**src/rtl/guess_pkg.sv**
```systemverilog
// ============================================================================
// Module      : guess_pkg
// Description : Shared types and constants for the guess-entry controller.
// Revision    : 1.0  initial release
// ============================================================================
`default_nettype none

package guess_pkg;

    localparam int DIGIT_W           = 4;
    localparam int DIGIT_MAX_DEFAULT = 9;

    typedef logic [DIGIT_W-1:0] digit_t;

    typedef enum logic [1:0] {
        IDLE  = 2'd0,
        ENTRY = 2'd1,
        DONE  = 2'd2
    } game_state_t;

endpackage : guess_pkg

`default_nettype wire

```
**src/rtl/digit_counter.sv**
```systemverilog
// ============================================================================
// Module      : digit_counter
// Description : One editable modulo-(DIGIT_MAX+1) digit with up/down steps.
//               Hold-to-repeat stepping is present only with AUTO_REPEAT_EN.
// Revision    : 1.0  initial release
// ============================================================================
`default_nettype none

module digit_counter
    import guess_pkg::*;
#(
    parameter int DIGIT_MAX     = DIGIT_MAX_DEFAULT
`ifdef AUTO_REPEAT_EN
   ,parameter int REPEAT_CYCLES = 25000000
`endif
) (
    input  logic   clk,
    input  logic   reset_n,
    input  logic   i_clr,
    input  logic   i_en,
    input  logic   i_inc,
    input  logic   i_dec,
`ifdef AUTO_REPEAT_EN
    input  logic   i_inc_lvl,
    input  logic   i_dec_lvl,
`endif
    output digit_t o_digit
);

    localparam digit_t c_max = digit_t'(DIGIT_MAX);

    digit_t r_digit;
    logic   w_up;
    logic   w_dn;

`ifdef AUTO_REPEAT_EN
    localparam int CNT_W = (REPEAT_CYCLES > 1) ? $clog2(REPEAT_CYCLES) : 1;
    localparam logic [CNT_W-1:0] c_last = CNT_W'(REPEAT_CYCLES - 1);

    logic [CNT_W-1:0] r_inc_cnt;
    logic [CNT_W-1:0] r_dec_cnt;
    logic             w_inc_hold;
    logic             w_dec_hold;

    // The edge step restarts the hold count; a repeat fires each time it wraps.
    assign w_inc_hold = i_en && !i_clr && i_inc_lvl && !i_inc;
    assign w_dec_hold = i_en && !i_clr && i_dec_lvl && !i_dec;

    always_ff @(posedge clk) begin
        if (!reset_n || !w_inc_hold || r_inc_cnt == c_last) begin
            r_inc_cnt <= '0;
        end else begin
            r_inc_cnt <= r_inc_cnt + 1'b1;
        end
        if (!reset_n || !w_dec_hold || r_dec_cnt == c_last) begin
            r_dec_cnt <= '0;
        end else begin
            r_dec_cnt <= r_dec_cnt + 1'b1;
        end
    end

    assign w_up = i_inc || (w_inc_hold && r_inc_cnt == c_last);
    assign w_dn = i_dec || (w_dec_hold && r_dec_cnt == c_last);
`else
    assign w_up = i_inc;
    assign w_dn = i_dec;
`endif

    always_ff @(posedge clk) begin
        if (!reset_n || i_clr) begin
            r_digit <= '0;
        end else if (i_en && (w_up ^ w_dn)) begin
            if (w_up) begin
                r_digit <= (r_digit == c_max) ? '0 : r_digit + 1'b1;
            end else begin
                r_digit <= (r_digit == '0) ? c_max : r_digit - 1'b1;
            end
        end
    end

    assign o_digit = r_digit;

endmodule : digit_counter

`default_nettype wire

```
**src/rtl/guess_entry_ctrl.sv**
```systemverilog
// ============================================================================
// Module      : guess_entry_ctrl
// Description : Game FSM, button edge detection, digit entry and guess budget.
//               Define AUTO_REPEAT_EN for hold-to-repeat digit stepping.
// Revision    : 1.0  initial release
// ============================================================================
`default_nettype none

module guess_entry_ctrl
    import guess_pkg::*;
#(
    parameter int NUM_DIGITS    = 3,
    parameter int DIGIT_MAX     = DIGIT_MAX_DEFAULT,
    parameter int GUESS_W       = 3,
    parameter int REPEAT_CYCLES = 25000000
) (
    input  logic                      clk,
    input  logic                      reset_n,
    input  logic                      start,
    input  logic [3:0]                max_digits,
    input  logic [GUESS_W-1:0]        max_guesses,
    input  logic [NUM_DIGITS-1:0]     inc_btn,
    input  logic [NUM_DIGITS-1:0]     dec_btn,
    input  logic                      confirm,
    input  logic                      game_over,
    output logic [NUM_DIGITS*4-1:0]   digits,
    output logic [NUM_DIGITS*4-1:0]   guess_digits,
    output logic                      guess_valid,
    output logic [GUESS_W-1:0]        guesses_left,
    output logic                      out_of_guesses,
    output logic [1:0]                state
);

    localparam logic [3:0] c_num_digits = 4'(NUM_DIGITS);

    if (NUM_DIGITS < 1 || NUM_DIGITS > 8 || REPEAT_CYCLES < 1) begin : g_cfg_chk
        $error("guess_entry_ctrl: unsupported NUM_DIGITS or REPEAT_CYCLES");
    end

    logic                    r_start_q;
    logic                    r_confirm_q;
    logic [NUM_DIGITS-1:0]   r_inc_q;
    logic [NUM_DIGITS-1:0]   r_dec_q;
    game_state_t             r_state;
    game_state_t             w_state_nxt;
    logic [3:0]              r_act;
    logic [3:0]              w_act;
    logic [GUESS_W-1:0]      r_budget;
    logic [GUESS_W-1:0]      r_used;
    logic [GUESS_W-1:0]      w_used_inc;
    logic [GUESS_W-1:0]      r_guesses_left;
    logic                    r_oog;
    logic [NUM_DIGITS*4-1:0] r_guess;
    logic                    r_guess_valid;
    logic [NUM_DIGITS*4-1:0] w_digits;
    logic                    w_start_edge;
    logic                    w_confirm_edge;
    logic [NUM_DIGITS-1:0]   w_inc_edge;
    logic [NUM_DIGITS-1:0]   w_dec_edge;
    logic                    w_restart;
    logic                    w_commit;
    logic                    w_final;

    assign w_start_edge   = start & ~r_start_q;
    assign w_confirm_edge = confirm & ~r_confirm_q;
    assign w_inc_edge     = inc_btn & ~r_inc_q;
    assign w_dec_edge     = dec_btn & ~r_dec_q;
    assign w_used_inc     = r_used + GUESS_W'(1);
    assign w_final        = (w_used_inc == r_budget);

    always_comb begin
        w_act = max_digits;
        if (max_digits == 4'd0) begin
            w_act = 4'd1;
        end else if (max_digits > c_num_digits) begin
            w_act = c_num_digits;
        end
    end

    always_comb begin
        w_state_nxt = r_state;
        w_restart   = 1'b0;
        w_commit    = 1'b0;
        case (r_state)
            IDLE: begin
                w_restart = w_start_edge;
            end
            ENTRY: begin
                if (w_start_edge) begin
                    w_restart = 1'b1;
                end else begin
                    w_commit = w_confirm_edge;
                    if ((w_confirm_edge && w_final) || game_over) begin
                        w_state_nxt = DONE;
                    end
                end
            end
            DONE: begin
                w_restart = w_start_edge;
            end
            default: begin
                w_state_nxt = IDLE;
            end
        endcase
        if (w_restart) begin
            w_state_nxt = (max_guesses == '0) ? DONE : ENTRY;
        end
    end

    always_ff @(posedge clk) begin
        if (!reset_n) begin
            // All-ones so a button held through reset is not seen as a press.
            r_start_q      <= 1'b1;
            r_confirm_q    <= 1'b1;
            r_inc_q        <= '1;
            r_dec_q        <= '1;
            r_state        <= IDLE;
            r_act          <= 4'd0;
            r_budget       <= '0;
            r_used         <= '0;
            r_guesses_left <= '0;
            r_oog          <= 1'b0;
            r_guess        <= '0;
            r_guess_valid  <= 1'b0;
        end else begin
            r_start_q      <= start;
            r_confirm_q    <= confirm;
            r_inc_q        <= inc_btn;
            r_dec_q        <= dec_btn;
            r_state        <= w_state_nxt;
            r_guess_valid  <= w_commit;
            if (w_restart) begin
                r_act          <= w_act;
                r_budget       <= max_guesses;
                r_used         <= '0;
                r_guesses_left <= max_guesses;
                r_oog          <= (max_guesses == '0);
            end else if (w_commit) begin
                r_guess        <= w_digits;
                r_used         <= w_used_inc;
                r_guesses_left <= r_budget - w_used_inc;
                if (w_final) begin
                    r_oog <= 1'b1;
                end
            end
        end
    end

    for (genvar i = 0; i < NUM_DIGITS; i++) begin : g_digit
        localparam logic [3:0] c_idx = 4'(i);

        digit_counter #(
            .DIGIT_MAX     (DIGIT_MAX)
`ifdef AUTO_REPEAT_EN
           ,.REPEAT_CYCLES (REPEAT_CYCLES)
`endif
        ) u_digit (
            .clk       (clk),
            .reset_n   (reset_n),
            .i_clr     (w_restart),
            .i_en      ((r_state == ENTRY) && (c_idx < r_act)),
            .i_inc     (w_inc_edge[i]),
            .i_dec     (w_dec_edge[i]),
`ifdef AUTO_REPEAT_EN
            .i_inc_lvl (inc_btn[i]),
            .i_dec_lvl (dec_btn[i]),
`endif
            .o_digit   (w_digits[4*i +: 4])
        );
    end

    assign digits         = w_digits;
    assign guess_digits   = r_guess;
    assign guess_valid    = r_guess_valid;
    assign guesses_left   = r_guesses_left;
    assign out_of_guesses = r_oog;
    assign state          = r_state;

endmodule : guess_entry_ctrl

`default_nettype wire

```
**config.mk**
```make
export PLATFORM = sky130hd
export DESIGN_NAME = guess_entry_ctrl
export DESIGN_NICKNAME = d
export VERILOG_FILES = /design/src/rtl/guess_pkg.sv /design/src/rtl/digit_counter.sv /design/src/rtl/guess_entry_ctrl.sv
export SDC_FILE = /design/constraint.sdc
export NUM_CORES = 1
export LEC_CHECK = 0
export ABC_CLOCK_PERIOD_IN_PS = 3700
export CAP_MARGIN = 20
export CORE_ASPECT_RATIO = 1.75
export CORE_UTILIZATION = 57
export CTS_BUF_LIST = sky130_fd_sc_hd__clkbuf_4 sky130_fd_sc_hd__clkbuf_8
export DETAILED_ROUTE_END_ITERATION = 10
export GPL_TIMING_DRIVEN = 0
export PLACE_DENSITY = 0.89
export SYNTH_ARGS = -nofsm -noshare
export SYNTH_HDL_FRONTEND = slang
export SYNTH_HIERARCHICAL = 1
export SYNTH_SLANG_ARGS = --single-unit
```
**constraint.sdc**
```tcl
create_clock -name clk -period 3.7 [get_ports clk]
set_input_delay 0.74 -clock clk [delete_from_list [all_inputs] [get_ports clk]]
set_output_delay 0.74 -clock clk [all_outputs]
set_load 0.1 [all_outputs]
```
[After elaboration in Yosys (flattened, before gate mapping)]
Index checks and enable logic that the tools add are counted.
Storage, ports and cells
  output and inout bits: 31
  bits in registers: 49
  input bits: 18
  logic and storage cells: 97
Cells by class
  equal/unequal tests: 9
  magnitude comparators: 4
  add/sub/neg operators: 8
  reduce and logical (&&, ||, !) cells: 23
  multiplexer cells: 25
  bitwise gates (word level): 13
Operator list (count)
  4-bit 2-to-1 mux: 11
  4-bit zero test: 4
  4-bit by 1-bit adder with 4-bit output, second input constant: 3
  4-bit equality test, second input constant: 3
  4-bit by 1-bit subtractor with 4-bit output, second input constant: 3
  1-bit by 4-bit < comparator with 1-bit output, first input constant: 2
  2-bit 2-to-1 mux: 4
  1-bit logical AND: 7
  3-bit AND: 2
  1-bit 2-to-1 mux: 6
  3-bit 2-to-1 mux: 2
  3-bit by 2-bit != test with 1-bit output, second input constant: 2
  3-bit NOT: 2
  4-bit by 2-bit > comparator with 1-bit output, second input constant: 1
  2-bit by 4-bit < comparator with 1-bit output, first input constant: 1
  1-bit NOT: 4
  2-bit case mux with 2 select lines: 1
  2-bit AND reduction: 2
  2-bit nonzero test: 2
  2-bit OR reduction: 2
  3-bit by 1-bit adder with 3-bit output, second input constant: 1
  3-bit equality test: 1
  3-bit zero test: 1
  3-bit AND reduction: 1
  other kinds (10): 14

[Longest topological paths before layout]
  depth after elaboration: 8
  gate-level depth with buffers: 7
  gate-level depth less buffers: 7

[Hierarchy]
The synthesis kept the hierarchy.
By module, submodules not included
  guess_entry_ctrl: area an instance 1487.7 um2, times used 1, sequential area each 740.7 um2, cells an instance 165
  digit_counter: area an instance 291.5 um2, times used 3, sequential area each 80.1 um2, cells an instance 35

[Worst setup path before layout]
OpenSTA, ideal clock, no wires.
  path type: reg-to-reg
  start: reg r_state[0] (netlist: state[0])
  end: reg g_digit[2].u_digit.r_digit[3]
  stages on the path, launching flop included: 8
  buffers on the path: 1
  period minus slack after synthesis: 2.373 ns
  required time: 3.574 ns
  arrival: 2.247 ns
  setup slack: 1.327 ns
  setup time: 0.126 ns
  cells stage by stage: dfxtp_1 -> nor2b_1 -> clkbuf_4 -> o31a_1 -> o31a_1 -> and3b_2 -> nand3b_1 -> a31oi_1
Between the ends
  word-level cells in the longest chain between the ends: 4
  elaborated cells on any way between the ends: 8
  those cells by class: 2 x eq/ne; 1 x mux; 5 x reduce/logical
RTL lines
  start, declared: RTL line guess_entry_ctrl.sv:44  | game_state_t r_state;
  start signal, assigned: RTL line guess_entry_ctrl.sv:130  | r_state <= w_state_nxt;
  2-bit equality test / 2-bit zero test (equally long branches): RTL line guess_entry_ctrl.sv:84  | case (r_state)
  2-bit OR reduction (no source line)
  1-bit case mux with 2 select lines: RTL line guess_entry_ctrl.sv:84
  1-bit logical OR: RTL line digit_counter.sv:70  | if (!reset_n || i_clr) begin
  end signal, assigned: RTL line digit_counter.sv:74  | r_digit <= (r_digit == c_max) ? '0 : r_digit + 1'b1;
  end signal, assigned: RTL line digit_counter.sv:76  | r_digit <= (r_digit == '0) ? c_max : r_digit - 1'b1;
  end, declared: RTL line digit_counter.sv:32  | digit_t r_digit;
Several ways; a longest one is shown, not always the timed one.
A chain may end at the register's enable or synchronous reset.

[Worst setup path after layout]
  start: reg g_digit[0].u_digit.r_digit[3]
  end: out digits[3]
RTL lines
  start, declared: RTL line digit_counter.sv:32
  start signal, assigned: RTL line digit_counter.sv:74
  start signal, assigned: RTL line digit_counter.sv:76
  end, declared: RTL line guess_entry_ctrl.sv:26  | output logic [NUM_DIGITS*4-1:0] digits,
No word-level cell between the ends.

==> metrics <==
outcome finished, final reports clean; Crit Path Category reg2out; chip height 87.16 microns; # Post-CTS Setup Buffers 0; ANT nets after route 0; Antenna diodes 0; initial antenna violation count 0; Vias/cell 5.818; Worst Clk Skew 0.005624 ns; Yosys top cell area share 0.4153; vias in the first global route 2153; Setup Total Neg Slack 0 ns; Filler cells 292; commonest cells after routing, fill and taps aside dfxtp_1, clkdlybuf4s50_1, nand2_1; crit path buf inv count 1; CP Data Required Time 2.96 ns; worst rel slew slack 0.3467; TritonCTS clock tree yes; largest net degree at the start of global routing 16; final setup fails 0; Synth Flop Type dfxtp_1; Critical Path Sink Type primary output; Critical Path Fanout Max 9; hpwl dp 3.979 mm; Worst Hold Class reg2reg; VDD IR max 404.7 uV; worst-margin pin slew 0.9769 ns; Mapped Cells 270; Resize count post-CTS 0; RD Place Congestion 0.8008; Crit-path slowest cell clkdlybuf4s50_1; Post-synth EDFFs 0; Synth Register Bits 49; number of CTS-inserted buffers 5; WL per Instance 15.23 microns; Pleak 1.101 nW; CTS clk-pin slew, worst paths 0.09 ns; CP max stage delay 1.20 ns; share of layout cells above drive strength 1 0.1012; final instance count without filler cells 374; first-pass GRT wire length 9.453 mm; first-pass detailed-route iteration total 4; Yosys warning total 6; register area share after synthesis 0.4153; Placed Cells incl. Taps 366; Reg power frac 0.494; clock share of power 0.411; GRT Util Overall 0.2874; sw power 0.0002508 W; effective utilization at floorplan 0.6051; Arr. time, crit path 2.03 ns; main area contributors after synthesis dfxtp_1, nand2_1, a21oi_1; H-tree lvl count 2; drt total wl 5.697 mm; ys async rst share 0; Synth cell types 48; I/O pin count 49; Pwr Density 361.4 mW/mm^2; clk sinks 49; Max Fclk 360.6 MHz; Synth area leader dfxtp_1; Root Buffer clkbuf_8; Synth-to-Final Area Change 28.55%; Syn Nets 292; Tmin final 2.773 ns; RSZ-0062 raised after global routing false; IO Port Bufs 48; Storage cell area 980.9 sq um; MaxCap Viol Count 0; crit path cell chain clkdlybuf4s50_1; Syn Area/Cell 8.749 sq um; Die W 50.67 microns; Hold Buf Count CTS 0; total grt overflow 0; Setup crit start kind flop; Comb power frac 0.095; Core ar. 0.003904 sq mm; Row Count 30; Die Footprint 0.004416 sq mm; Int Pwr 0.0008468 W; final worst-path cycle share 0.7494; Sw Ratio 0.2285; clk_lat worst skew 0.30 ns; commonest non-fill, non-tap cell in the layout dfxtp_1; nets@finish 347; max-slew violations 0; Fin. Hold Viols 0; DRC 0; Largest delay share family, worst path buffers and inverters; footprint of the multi-input gates 0.001275 sq mm; mapped cell area 0.002362 sq mm; worst-case clock buffer depth 2; DR iter-0 viols 57; vias 2176
-- area by class of cell --
type / instances / area share
plain buffers: 11 / 0.02390
clock buffers: 5 / 0.02266
clock inverters: 3 / 0.02143
inverters: 9 / 0.01112
multi-input cells: 201 / 0.4199
flip-flops and latches: 49 / 0.3230
well taps: 48 / 0.01978
repair buffers: 48 / 0.1582
-- power groups by stage --
stage | logic (W) | clock network (W) | registers, W
after floorplan | 0.0000433 | 0 | 0.000575
after global placement | 0.000101 | 0 | 0.000554
after detailed placement | 0.000103 | 0 | 0.000555
after CTS | 0.000104 | 0.000458 | 0.000542
after global routing | 0.000112 | 0.000480 | 0.000544
final | 0.000104 | 0.000451 | 0.000542
-- worst paths after layout --
path                                   end  slack (ns)  cells past startpoint                           from
min                        guess_digits[6]        0.46                      2                guess_digits[6]
min reg2reg                guess_digits[6]        0.46                      2                guess_digits[6]
max reg2reg  g_digit[2].u_digit/o_digit[3]        1.78                      7                       state[0]
max                              digits[3]        0.93                      1  g_digit[0].u_digit/o_digit[3]
-- through the flow --
step | hold WS (ns) | util | power [W] | setup WS (ns) | cell area, sq um
after global routing | 0.4952 | 0.7779 | 0.001135 | 0.8837 | 3037
after CTS | 0.4630 | 0.7779 | 0.001104 | 0.9279 | 3037
after floorplan | 0.4363 | - | 0.0006183 | 1.327 | 2362
after detailed placement | 0.4505 | 0.7436 | 0.0006572 | 1.147 | 2903
after global placement | 0.4423 | 0.7436 | 0.0006547 | 1.181 | 2903
final | 0.4602 | 0.7779 | 0.001098 | 0.9271 | 3037
-- registers in the layout (all words and copies together), names as in the netlist --
register and cells:
guess_valid 1, r_inc_q 3, state 2, r_act 4, guesses_left 3, r_budget 3
guess_digits 12, r_dec_q 3, r_confirm_q 1, r_start_q 1, g_digit.u_digit/o_digit 12, out_of_guesses 1
r_used 3
-- kinds of logic after synthesis --
family          after synthesis  share of synthesized area
compound gates               54                     0.1388
simple gates                124                     0.2892
xor+xnor                     16                    0.07468
flops                        49                     0.4153
buf+inv                      20                    0.04502
fa+ha+maj                     4                    0.02437
mux                           3                    0.01271
-- metal layers --
| layer | share of wire | wire length [microns] | track usage | up-vias |
|---|---|---|---|---|
| li1 | - | - | - | 1045 |
| met1 | 0.38 | 2155 | 0.2895 | 1024 |
| met2 | 0.55 | 3107 | 0.5321 | 83 |
| met3 | 0.040 | 226 | 0.05585 | 24 |
| met4 | 0.036 | 207 | 0.1641 | 0 |
| met5 | 0 | 0 | 0 | - |
-- synthesized netlist by cell type (all sizes together), types with 4 or more instances --
master / instances
nand2: 43
nor2b: 8
a31oi: 5
nand3: 10
o21ai: 11
inv: 8
dfxtp: 49
nor3: 5
nand2b: 15
nor2: 13
buf: 7
nor4: 4
nand4b: 7
xor2: 8
a21oi: 24
xnor2: 7
and3: 6
and3b: 6
Note: power is estimated with default switching activity, not from simulation.
